## src/rtl/regfile_wb_arbiter_pkg.sv

```systemverilog
// Shared definitions for the register-file writeback arbiter.
// Data widths, requester slots, pointer width and the INIT/RUN state encoding.
package regfile_pkg;

  localparam int XLEN       = 32;
  localparam int REG_ADDR_W = 5;
  localparam int NUM_WB     = 3;
  localparam int PTR_W      = 2;

  // Requester slots on the writeback bus
  localparam int WB_ALU    = 0;
  localparam int WB_MULDIV = 1;
  localparam int WB_LSU    = 2;

  // Last register index touched by the power-up clearing sweep
  localparam int SWEEP_LAST = 31;

  typedef enum logic {
    ST_INIT = 1'b0,
    ST_RUN  = 1'b1
  } state_e;

endpackage

```

## src/rtl/regfile_wb_arbiter_rr_arb.sv

```systemverilog
// Round-robin grant selection for the writeback requesters.
// The search starts at the pointer and wraps past the last requester back to 0.
// The first valid requester wins. The pointer then moves to the slot after the winner.
module wb_rr_arb
  import regfile_pkg::*;
#(
  parameter int N_REQ = regfile_pkg::NUM_WB
) (
  input  logic [N_REQ-1:0] valid_i,
  input  logic [PTR_W-1:0] ptr_i,
  output logic [N_REQ-1:0] gnt_o,
  output logic [PTR_W-1:0] ptr_nxt_o
);

  logic [PTR_W:0] idx;
  logic           found;

  // Scan requesters in priority order starting at the pointer; grant the first valid one
  always_comb begin
    gnt_o     = '0;
    ptr_nxt_o = ptr_i;
    found     = 1'b0;
    idx       = '0;
    for (int i = 0; i < N_REQ; i++) begin
      idx = {1'b0, ptr_i} + (PTR_W+1)'(i);
      if (idx >= (PTR_W+1)'(N_REQ)) begin
        idx = idx - (PTR_W+1)'(N_REQ);
      end
      if (!found && valid_i[idx[PTR_W-1:0]]) begin
        found                  = 1'b1;
        gnt_o[idx[PTR_W-1:0]]  = 1'b1;
        ptr_nxt_o              = (idx == (PTR_W+1)'(N_REQ-1)) ? '0 : PTR_W'(idx + 1'b1);
      end
    end
  end

endmodule

```

## src/rtl/regfile_wb_arbiter.sv

```systemverilog
// Register-file writeback port arbiter.
// Three writeback sources (ALU, MUL/DIV, LSU) share one write port through round-robin arbitration.
// An accepted write appears on rd0_o / rd0_value_o one cycle after it is accepted.
// Optional macro REGFILE_INIT_SWEEP_EN: when it is defined, reset first enters an INIT sweep.
// The sweep writes zero to x1..x31 before any requester is served.
// When the macro is undefined, reset goes straight to RUN.
module regfile_wb_arbiter
  import regfile_pkg::*;
#(
  parameter int NUM_WB = regfile_pkg::NUM_WB
) (
  input  logic                                clk_i,
  input  logic                                rst_i,
  input  logic [NUM_WB-1:0]                   wb_valid_i,
  input  logic [NUM_WB-1:0][REG_ADDR_W-1:0]   wb_rd_i,
  input  logic [NUM_WB-1:0][XLEN-1:0]         wb_value_i,
  output logic [NUM_WB-1:0]                   wb_ready_o,
  output logic [REG_ADDR_W-1:0]               rd0_o,
  output logic [XLEN-1:0]                     rd0_value_o,
  output logic                                init_done_o
);

  state_e                 state_q, state_d;
  logic [PTR_W-1:0]       ptr_q, ptr_d, ptr_nxt;
  logic [NUM_WB-1:0]      gnt;
  logic [REG_ADDR_W-1:0]  rd0_q, rd0_d, sel_rd;
  logic [XLEN-1:0]        val_q, val_d, sel_val;

`ifdef REGFILE_INIT_SWEEP_EN
  logic [REG_ADDR_W-1:0]  cnt_q, cnt_d;
  localparam state_e RST_STATE = ST_INIT;
`else
  localparam state_e RST_STATE = ST_RUN;
`endif

  wb_rr_arb #(
    .N_REQ(NUM_WB)
  ) u_arb (
    .valid_i  (wb_valid_i),
    .ptr_i    (ptr_q),
    .gnt_o    (gnt),
    .ptr_nxt_o(ptr_nxt)
  );

  // Grants reach requesters only in RUN, and never while reset is asserted
  assign wb_ready_o = (state_q == ST_RUN && !rst_i) ? gnt : '0;

  // Route the granted requester's index and data toward the write port
  always_comb begin
    sel_rd  = '0;
    sel_val = '0;
    for (int k = 0; k < NUM_WB; k++) begin
      if (wb_ready_o[k]) begin
        sel_rd  = wb_rd_i[k];
        sel_val = wb_value_i[k];
      end
    end
  end

  // Next-state logic: INIT sweeps x1..x31 with zero; RUN forwards the granted write or idles with rd=0
  always_comb begin
    state_d = state_q;
    ptr_d   = ptr_q;
    rd0_d   = '0;
    val_d   = val_q;
`ifdef REGFILE_INIT_SWEEP_EN
    cnt_d   = cnt_q;
`endif
    case (state_q)
      ST_INIT: begin
`ifdef REGFILE_INIT_SWEEP_EN
        rd0_d = cnt_q;
        val_d = '0;
        cnt_d = cnt_q + 1'b1;
        if (cnt_q == REG_ADDR_W'(SWEEP_LAST)) begin
          state_d = ST_RUN;
        end
`endif
      end
      ST_RUN: begin
        if (|wb_ready_o) begin
          rd0_d = sel_rd;
          val_d = sel_val;
          ptr_d = ptr_nxt;
        end
      end
      default: ;
    endcase
  end

  // State, pointer and write-port registers; reset aborts any sweep or pending write
  always_ff @(posedge clk_i) begin
    if (rst_i) begin
      state_q <= RST_STATE;
      ptr_q   <= '0;
      rd0_q   <= '0;
      val_q   <= '0;
`ifdef REGFILE_INIT_SWEEP_EN
      cnt_q   <= REG_ADDR_W'(1);
`endif
    end else begin
      state_q <= state_d;
      ptr_q   <= ptr_d;
      rd0_q   <= rd0_d;
      val_q   <= val_d;
`ifdef REGFILE_INIT_SWEEP_EN
      cnt_q   <= cnt_d;
`endif
    end
  end

  assign rd0_o       = rd0_q;
  assign rd0_value_o = val_q;
  assign init_done_o = (state_q == ST_RUN);

endmodule

```

## config.mk

```make
export PLATFORM = sky130hd
export DESIGN_NAME = regfile_wb_arbiter
export DESIGN_NICKNAME = d
export VERILOG_FILES = /design/src/rtl/regfile_wb_arbiter_pkg.sv /design/src/rtl/regfile_wb_arbiter_rr_arb.sv /design/src/rtl/regfile_wb_arbiter.sv
export SDC_FILE = /design/constraint.sdc
export NUM_CORES = 1
export LEC_CHECK = 0
export BUFFER_PORTS_ARGS = -buffer_cell sky130_fd_sc_hd__buf_2
export CORE_ASPECT_RATIO = 1.75
export CORE_UTILIZATION = 44
export CTS_CLUSTER_DIAMETER = 100
export DETAILED_ROUTE_END_ITERATION = 10
export PLACE_DENSITY_LB_ADDON = 0.1
export SLEW_MARGIN = 25
export SYNTH_ARGS = -nofsm -noshare
export SYNTH_HDL_FRONTEND = slang
export SYNTH_HIERARCHICAL = 1
export SYNTH_SLANG_ARGS = --single-unit
```

## constraint.sdc

```tcl
create_clock -name clk_i -period 3.83 [get_ports clk_i]
set_clock_uncertainty 0.2 [all_clocks]
set_input_delay 0.1915 -clock clk_i [delete_from_list [all_inputs] [get_ports clk_i]]
set_output_delay 0.1915 -clock clk_i [all_outputs]
set_load 0.005 [all_outputs]
```

==> run summary, run 1 <==
In this run the power density over the cells is 722.3 mW/mm^2. The part of the cycle the worst path needs came out at 0.8274. The run gives 660 ps as the slack of the worst reg-to-reg path. The setup path with the least slack is of type register to register.

The initial antenna violation count is 0. The clock-pin transition on the worst setup and hold timing paths was 80 ps; the sequential element share of the synthesized area was 0.3006. Slew at the pin closest to its max-slew limit: 983.5 ps. The run gives 315.5 MHz as the timing-limited maximum frequency.

Wires add up to 7296 um. The met2 routing resource usage after global routing is 0.4579, and the synthesis warning total is 6. A synthesized cell averages 10.19 um^2. The capture endpoint of the worst hold path was rd0_value_o[27]. The synthesized cell area is 0.002597 mm^2. Among cell families on the critical path, the largest total delay comes from compound AO/OA/AOI/OAI gates. The number of distinct library cells after synthesis is 38. The xor/xnor share of the synthesized area is 0. The cell depth of the worst flop-to-flop path is 10, and the number of standard cells in the final layout excluding fillers is 493. The slowest stage of the critical path is the sky130_fd_sc_hd__o21bai_1 cell.

The met1 capacity usage during global routing is 0.2341, and the number of nets still failing antenna checks after routing is 0. In this run the worst hold path is classified as primary input to register. The logs give 0.4613 for the initial core utilization and 0 for the post-CTS repair timing setup buffer count. Setup repair after global routing left no endpoint under its margin.

The fraction of layout instances using a drive strength above 1 works out to 0.5396. The total grt overflow was 0. met2 is the most crowded layer. The average wire per cell in the routed design works out to 14.80 um.

Multiplexer share of the synthesized area: 0.01541. Summing over every cut layer, the via total after detailed routing is 2588. The die covers 0.006227 mm^2. Overall fraction of global-route tracks in use: 0.2427.

The longest clock path from root to sink contains 2 buffers. Entering global routing, the biggest net connects 40 pins. The synthesis-stage register bit count works out to 39. The dominant combinational cell family by area after synthesis was compound AO/OA/AOI/OAI gates.

Final-report max-slew violation count: 0. The number of clock buffers added by TritonCTS is 5. The proportion of netlist area held by the largest area contributor came out at 0.3006. The fraction of the mapped netlist area in compound gates is 0.3786, and the count of routing violations after the opening detailed-route iteration is 76. The tools report the final setup slack of the worst path as 660.9 ps. The post-detailed-placement half-perimeter wirelength is 5352 um.

The worst-case headroom to the max-slew limit was 0.3444; the number of flops mapped to enable cells by yosys was 0. The met3 track demand over resource came out at 0.04120. The proportion of synthesized flip-flops having asynchronous set or reset is 0. The critical path starts at ptr_q[0]. Among all cell types in the netlist, the one instantiated most often is sky130_fd_sc_hd__nor2b_1.

Buffers inserted to repair hold after CTS numbered 17. The antenna diode count was 0; the number of cell rows was 36. The root buffer cell is sky130_fd_sc_hd__clkbuf_8.

The detailed-router iteration count before antenna repair is 6, and the maximum cell stage delay along the critical path is 440 ps. Summed over all cells, the static leakage comes to 1.619 nW. Timing analysis after detailed placement gives a worst setup slack of 703.2 ps. The dominant cell type by area after synthesis was sky130_fd_sc_hd__dfxtp_1.

CTS saw 39 sinks. The peak supply drop was 443.5 uV. For this run, the leading register cell type out of synthesis is sky130_fd_sc_hd__dfxtp_1.

After synthesis, the cell types taking the most area are sky130_fd_sc_hd__dfxtp_1, sky130_fd_sc_hd__a221oi_2, sky130_fd_sc_hd__o31ai_2. The number of nets in the synthesized netlist is 375. The worst hold path cell count came out at 3. Walking the worst path, the cells encountered are inv_1, ha_1, nand3b_1, o21ai_1, nand3_1, o21bai_1, nor2b_4, buf_4, a221oi_1, o31ai_1. The floorplan step set the die width to 60.08 um.

TritonCTS built the clock tree. The tools report the critical register-to-register path startpoint as ptr_q[0]. The number of failing setup endpoints in the final timing report is 0.

The first global-routing pass estimated 11570 um of wire. Data on the critical path arrives at its endpoint at 3160 ps. STA classifies the critical path endpoint as a register. Pin placement for this block handled 157 I/O pins. The logs give 255 for the cell count after synthesis and 3820 ps for the data required time of the critical path.

The number of nets in the layout is 537. Ranked by instance count, the synthesized netlist is headed by sky130_fd_sc_hd__nor2b_1, sky130_fd_sc_hd__dfxtp_1, sky130_fd_sc_hd__nand2_1, sky130_fd_sc_hd__a221oi_2, sky130_fd_sc_hd__o31ai_2. The peak fanout along the critical path was 18.

In this run the most critical hold path is launched from wb_value_i[91]. The number of design rule violations left after detail routing came out at 0. The logs give 0.9312 for the last weighted congestion value of the routability-driven placer and 2.621 mW for the overall power of the completed layout. The number of port buffers is 155. STA classifies the critical path startpoint as a register. The run finished with clean final reports. Counting both buffers and inverters, the worst setup path holds a total of 2. The synthesized-area fraction occupied by adder cells was 0.01927; the via density per instance was 5.249.

After filler insertion, the fill cell instance count of the layout stands at 520. Relative area change from synthesis to final layout: 39.69%. For the worst-skew pair, the clock arrives at the later sink with an insertion delay of 280 ps.

After detailed placement, the design holds a cell count of 468. The via count of the first global-routing pass is 2618, and the final critical delay including setup and external delays is 3169 ps. The floorplan die height is 103.6 um. The post-synthesis simple-gate area fraction works out to 0.1951.

The number of endpoints with negative hold slack in the final report is 0. The endpoint identified for the worst register-to-register timing path is rd0_value_o[29]. The clock tree synthesis step divided the H-tree into 2 levels. The total of cells resized after clock tree synthesis is 0, and the max-capacitance violation count is 0.

After routing, the total negative slack on setup checks comes to 0 ps. For the floorplan core area, the log shows 0.005630 mm^2.
## per-stage QoR
stage | hold WS [ps] | utilization | area [um^2]
after global routing | 6.843 | 0.6444 | 3628
after global placement | 228.9 | 0.5942 | 3346
after detailed placement | 234.3 | 0.5942 | 3346
final | 5.779 | 0.6444 | 3628
after floorplan | 161.4 | - | 2597
after CTS | 0.6025 | 0.6427 | 3618
## routing by layer
metal | vias to the layer above | part of all wire | wire length [um]
li1 | 1279 | - | -
met3 | 20 | 0.049 | 358
met5 | - | 0 | 0
met2 | 105 | 0.55 | 4023
met1 | 1184 | 0.36 | 2659
met4 | 0 | 0.035 | 255
## sequential cells by signal, indices dropped and copies added (netlist names)
| name | count |
|---|---|
| rd0_value_o | 32 |
| rd0_o | 5 |
| ptr_q | 2 |
## area by class of cell
| cell class | instances | area [um^2] | share of cell area |
|---|---|---|---|
| inverter | 6 | 22.52 | 0.006207 |
| clock inverter | 1 | 30.03 | 0.008276 |
| tap | 76 | 95.09 | 0.02621 |
| sequential | 39 | 780.7 | 0.2152 |
| timing repair buffer | 180 | 1008 | 0.2779 |
| multi-input combinational | 185 | 1619 | 0.4462 |
| clock buffer | 6 | 72.57 | 0.02000 |
## worst max path at each step
stage | endpoint | slack, ps | depth (start not counted)
finish | rd0_value_o[29] | 660 | 10
global route | rd0_value_o[27] | 450 | 10
CTS | rd0_value_o[29] | 660 | 10
detailed placement | rd0_value_o[27] | 700 | 10
global placement | rd0_value_o[30] | 700 | 10
floorplan | rd0_value_o[10] | 960 | 11
## cells in the final DEF (no fill, tap or decap), types with 2 or more instances in the layout
cell and n:
sky130_fd_sc_hd__buf_2 155, sky130_fd_sc_hd__nor2b_1 40, sky130_fd_sc_hd__dfxtp_1 39, sky130_fd_sc_hd__nand2_1 34
sky130_fd_sc_hd__a221oi_2 25, sky130_fd_sc_hd__o31ai_2 25, sky130_fd_sc_hd__dlygate4sd3_1 18, sky130_fd_sc_hd__a221oi_1 12
sky130_fd_sc_hd__o31ai_1 7, sky130_fd_sc_hd__buf_4 7, sky130_fd_sc_hd__inv_1 6, sky130_fd_sc_hd__nand3b_1 5
sky130_fd_sc_hd__nor3_1 5, sky130_fd_sc_hd__clkbuf_8 5, sky130_fd_sc_hd__mux2i_1 4, sky130_fd_sc_hd__ha_1 4
sky130_fd_sc_hd__o21ai_0 2, sky130_fd_sc_hd__nand3_1 2, sky130_fd_sc_hd__o21a_1 2
## cell families (layout without fill, tap and decap cells)
| group | count (synthesis) | count (layout) |
|---|---|---|
| other | 1 | 1 |
| buffers and inverters | 31 | 193 |
| AOI/OAI and AO/OA | 84 | 84 |
| adders and majority gates | 4 | 4 |
| muxes | 4 | 4 |
| DFF | 39 | 39 |
| and+or+nand+nor | 92 | 92 |
## where the power goes
part           leakage, nW  internal [mW]  switching (mW)
combinational         1.24          0.763           0.891
clock               0.0513          0.191           0.139
sequential           0.323          0.568          0.0694
## worst register-to-register path, stage by stage (launching register included)
cell	delay [ps]
sky130_fd_sc_hd__dfxtp_1	410
sky130_fd_sc_hd__inv_1	90
sky130_fd_sc_hd__ha_1	400
sky130_fd_sc_hd__nand3b_1	170
sky130_fd_sc_hd__o21ai_1	240
sky130_fd_sc_hd__nand3_1	220
sky130_fd_sc_hd__o21bai_1	440
sky130_fd_sc_hd__nor2b_4	240
sky130_fd_sc_hd__buf_4	290
sky130_fd_sc_hd__a221oi_1	150
sky130_fd_sc_hd__o31ai_1	250
No activity file was read; power rests on OpenSTA's default activity.
==> inputs of run 2 (changes only) <==
Settings changed: ABC_AREA set to 1.
Clock period 3.83 ns to 3.27 ns, I/O delays scaled along.
==> run 2 against run 1 <==
The flow now finishes with violations (hold timing). Clock power decreased by 4%. Routed wire length up 22%. Combinational power increased by 23%. Non-clock buffer count up 34. Sequential share of layout area down 1.5 points. Area after synthesis fell by 0.67%. Setup slack lost 450 ps. Largest cell class unchanged.
==> run summary, run 2 <==
Areal power density over the cells: 796.1 mW/mm^2 (was 722.3 mW/mm^2). The maximum cell stage delay along the critical path came out at 420 ps (was 440 ps). The flow ran to the end, but the final reports show violations.

The number of gates on the worst path with buffers counted works out to 15 (was 10). Post-synthesis simple-gate area fraction: 0.4214 (was 0.1951). The tools report the detailed-router iteration count before antenna repair as 4 (was 6). The peak fanout along the critical path works out to 20 (was 18). The initial antenna violation count was 0 (unchanged). Global-route wire length before repair: 13610 um (was 11570 um). The critical register-to-register path startpoint was ptr_q[0] (unchanged). The number of port buffers works out to 155 (unchanged). The synthesized area per cell is 6.099 um^2 (was 10.19 um^2). The count of routing violations after the opening detailed-route iteration was 157 (was 76). TritonCTS built the clock tree. The startpoint of the most critical setup path is ptr_q[0] (unchanged). For the number of endpoints with negative hold slack in the final report, the log shows 1 (was 0).

Cell types with the highest counts after synthesis: sky130_fd_sc_hd__nand2_1, sky130_fd_sc_hd__nand3_1, sky130_fd_sc_hd__dfxtp_1, sky130_fd_sc_hd__nor2_1, sky130_fd_sc_hd__inv_1 (was sky130_fd_sc_hd__nor2b_1, sky130_fd_sc_hd__dfxtp_1, sky130_fd_sc_hd__nand2_1, sky130_fd_sc_hd__a221oi_2, sky130_fd_sc_hd__o31ai_2). Setup repair after global routing left no endpoint under its margin. The number of failing setup endpoints in the final timing report is 0 (unchanged). The slack of the worst reg-to-reg path came out at 330 ps (was 660 ps). The number of distinct library cells after synthesis is 30 (was 38). The startpoint-to-endpoint class of the critical path is register to output pin (was register to register). The standard cell with the maximum stage delay on the critical path was sky130_fd_sc_hd__ha_2 (was sky130_fd_sc_hd__o21bai_1). The most common cell after layout, fill and taps aside was sky130_fd_sc_hd__nand2_1 (was sky130_fd_sc_hd__buf_2). The fraction of the mapped netlist area in compound gates was 0.1212 (was 0.3786); the number of cell rows was 36 (unchanged). The multiplexer share of the synthesized area came out at 0 (was 0.01541).

The most frequent cell after synthesis is sky130_fd_sc_hd__nand2_1 (was sky130_fd_sc_hd__nor2b_1). The relative area change from synthesis to final layout was 51.31% (was 39.69%); the max-capacitance violation count was 0 (unchanged). The number of clock buffers inserted by TritonCTS is 5 (unchanged), and the synthesized cell area is 0.002580 mm^2 (was 0.002597 mm^2). The dominant register cell in the synthesized netlist was sky130_fd_sc_hd__dfxtp_1 (unchanged).

The run gives 3277 (was 2618) as the via count of the first global-routing pass. Maximum level of the CTS H-tree: 2 (unchanged). Synthesis warning total: 6 (unchanged).

Synth top area cells: sky130_fd_sc_hd__dfxtp_1, sky130_fd_sc_hd__nand2_1, sky130_fd_sc_hd__nand3_1 (was sky130_fd_sc_hd__dfxtp_1, sky130_fd_sc_hd__a221oi_2, sky130_fd_sc_hd__o31ai_2). The average wire per cell in the routed design works out to 12.77 um (was 14.80 um). Derived from the worst setup path, the maximum achievable clock frequency is 326.9 MHz. The total wirelength of the detailed-routed design was 8891 um (was 7296 um); the antenna diode count was 0 (unchanged).

The logs give 2 (unchanged) for the number of buffers on the longest clock path and 0.006186 mm^2 (was 0.006227 mm^2) for the full die area. The clock-pin transition on the worst setup and hold timing paths was 80 ps (about the same). The run gives 39 (unchanged) as the number of sinks driven by the clock tree. The minimum hold slack was -9.310 ps (was 5.779 ps). The endpoint kind of the worst setup timing path was an output pin (was a register). The horizontal die dimension is 59.89 um (was 60.08 um).

The cell depth of the worst flop-to-flop path is 15 (was 10). For the overall power of the completed layout, the log shows 3.108 mW (was 2.621 mW). The fraction of layout instances using a drive strength above 1 was 0.3048 (was 0.5396); the floorplan core area was 0.005630 mm^2 (unchanged). For the count of boundary I/O pins, the log shows 157 (unchanged). For the static leakage, the log shows 2.167 nW (was 1.619 nW).

For the initial core utilization, the log shows 0.4582 (was 0.4613). The family with the most delay on the worst path was buffers and inverters (was compound AO/OA/AOI/OAI gates). The floorplan die height is 103.3 um (was 103.6 um). The synthesis-stage register bit count is 39 (unchanged). The path class of the lowest-slack min-delay path was primary input to register (unchanged). Dominant combinational cell family by area after synthesis: simple AND/OR/NAND/NOR gates (was compound AO/OA/AOI/OAI gates). The logs give 496 (was 520) for the filler cell count and 0.3026 (was 0.3006) for the sequential element share of the synthesized area. The number of placed instances with taps included is 637 (was 468). Dominant cell type by area after synthesis: sky130_fd_sc_hd__dfxtp_1 (unchanged). The root buffer cell was sky130_fd_sc_hd__clkbuf_8 (unchanged). The peak supply drop was 593.2 uV (was 443.5 uV); the number of flops mapped to enable cells by yosys was 0 (unchanged). The checks that failed: hold timing. The critical register-to-register path endpoint was rd0_value_o[31] (was rd0_value_o[29]). The tools report the number of vias in the routed layout as 3437 (was 2588). The total grt overflow was 0 (unchanged); the proportion of synthesized flip-flops having asynchronous set or reset was 0 (unchanged). For the number of design rule violations left after detail routing, the log shows 0 (unchanged). The buffering stage count on the worst path with inverters included is 6 (was 2), and the total nets after synthesis is 543 (was 375). Number of flip-flops in the largest register: 32 (unchanged). The tools report the type of element launching the critical path as a register (unchanged). Series of cell instances along the critical path: inv_1, ha_2, inv_4, nand2_1, nand3_2, nand2_2, nand2_2, a21oi_2, nand2_1, nand2_1, buf_4, inv_1, nor2_2, buf_4, buf_2 (was inv_1, ha_1, nand3b_1, o21ai_1, nand3_1, o21bai_1, nor2b_4, buf_4, a221oi_1, o31ai_1).

The synthesized-area fraction occupied by adder cells came out at 0.01940 (was 0.01927). The data required time of the critical path is 2910 ps (was 3820 ps). The cell count after synthesis is 423 (was 255), and the proportion of netlist area held by the largest area contributor is 0.3026 (was 0.3006). The tools report the overall fraction of global-route tracks in use as 0.2873 (was 0.2427). The most numerous cell type found on the critical path is sky130_fd_sc_hd__nand2_1. The clock network latency to the later pin of the worst-skew pair is 290 ps (was 280 ps). For the setup TNS, the log shows 0 ps (unchanged).

Part of the cycle the worst path needs: 0.9355. The largest net degree at the start of global routing is 46 (was 40), and the xor/xnor share of the synthesized area is 0 (unchanged). For the finished layout, the period the worst path requires is 3059 ps. Commonest cells after routing, fill and taps aside: sky130_fd_sc_hd__nand2_1, sky130_fd_sc_hd__buf_2, sky130_fd_sc_hd__dlygate4sd3_1 (was sky130_fd_sc_hd__buf_2, sky130_fd_sc_hd__nor2b_1, sky130_fd_sc_hd__dfxtp_1). The run gives 5798 um (was 5352 um) as the post-detailed-placement half-perimeter wirelength.

The logs give 1.012 (was 0.9312) for the last weighted congestion value of the routability-driven placer and 739 (was 537) for the number of nets in the layout. The final-report max-slew violation count was 0 (unchanged). Number of standard cells in the final layout excluding fillers: 696 (was 493). The run gives 0 (unchanged) as the number of nets still failing antenna checks after routing. The capture point of the critical path was wb_ready_o[1] (was rd0_value_o[29]). The via density per instance works out to 4.938 (was 5.249). For the arrival time of data at the critical path endpoint, the log shows 2700 ps (was 3160 ps).
[run 2: cell types whose count changed after synthesis, moves of 6 or more]
cell / delta
sky130_fd_sc_hd__nor2b_1: -40
sky130_fd_sc_hd__a221oi_2: -25
sky130_fd_sc_hd__nand2_1: +139
sky130_fd_sc_hd__a221oi_1: -12
sky130_fd_sc_hd__o31ai_1: -7
sky130_fd_sc_hd__o31ai_2: -25
sky130_fd_sc_hd__o21ai_0: +20
sky130_fd_sc_hd__a21oi_1: +24
sky130_fd_sc_hd__nor2_1: +30
sky130_fd_sc_hd__buf_6: +6
sky130_fd_sc_hd__nand3_1: +45
sky130_fd_sc_hd__inv_1: +24
[run 2: repair_timing]
action,in CTS,in global routing
hold endpoints to repair,28,0
gates resized for setup,0,1
setup endpoints to repair,0,1
hold buffers,51,0
buffers inserted,0,0
[run 2: kinds of logic after synthesis]
family | count (synthesis)
AO/OA/AOI/OAI | 57
adder cells (fa/ha/maj) | 4
buffers and inverters | 60
flip-flops | 39
other | 1
AND/OR/NAND/NOR | 262
[run 2: power breakdown]
part / switching [mW] / internal (mW) / leakage, nW
Combinational: 1.27 / 0.754 / 1.80
Clock: 0.168 / 0.150 / 0.0422
Sequential: 0.0934 / 0.672 / 0.321
Total: 1.53 / 1.58 / 2.17
[run 2: final cells by class]
type / count / area (um^2) / share of cell area
well taps: 76 / 95.09 / 0.02436
clock buffers: 7 / 76.32 / 0.01955
clock inverters: 1 / 5.005 / 0.001282
multi-input cells: 324 / 1456 / 0.3731
inverters: 35 / 143.9 / 0.03686
flip-flops and latches: 39 / 780.7 / 0.2000
repair buffers: 214 / 1346 / 0.3449
[run 2: worst min path at each step]
stage | from | to | cells after the start
detailed placement | wb_value_i[90] | rd0_value_o[26] | 3
finish | wb_value_i[38] | rd0_value_o[6] | 5
CTS | wb_value_i[50] | rd0_value_o[18] | 5
floorplan | wb_value_i[92] | rd0_value_o[28] | 2
global route | wb_value_i[36] | rd0_value_o[4] | 5
global placement | wb_value_i[94] | rd0_value_o[30] | 3
[run 2: per-stage QoR]
stage,utilization,worst slack [ps],area [um^2]
6_report,0.6933,210.8,3904
5_1_grt,0.6933,22.42,3904
4_1_cts,0.6929,195.7,3901
3_5_place_dp,0.5878,293.0,3309
3_3_place_gp,0.5878,458.9,3309
2_1_floorplan,-,732.5,2580
[run 2: per-layer routing]
metal	up-vias	track usage	part of all wire
li1	1716	-	-
met1	1527	0.2771	0.35
met2	157	0.5530	0.55
met3	37	0.05721	0.062
met4	0	0.1431	0.039
met5	-	0	0
[run 2: tightest hold or removal path: cells and delay by family]
kind | cells | cell delay (ps)
buffers and inverters | 1 | 80
and+or+nand+nor | 4 | 210
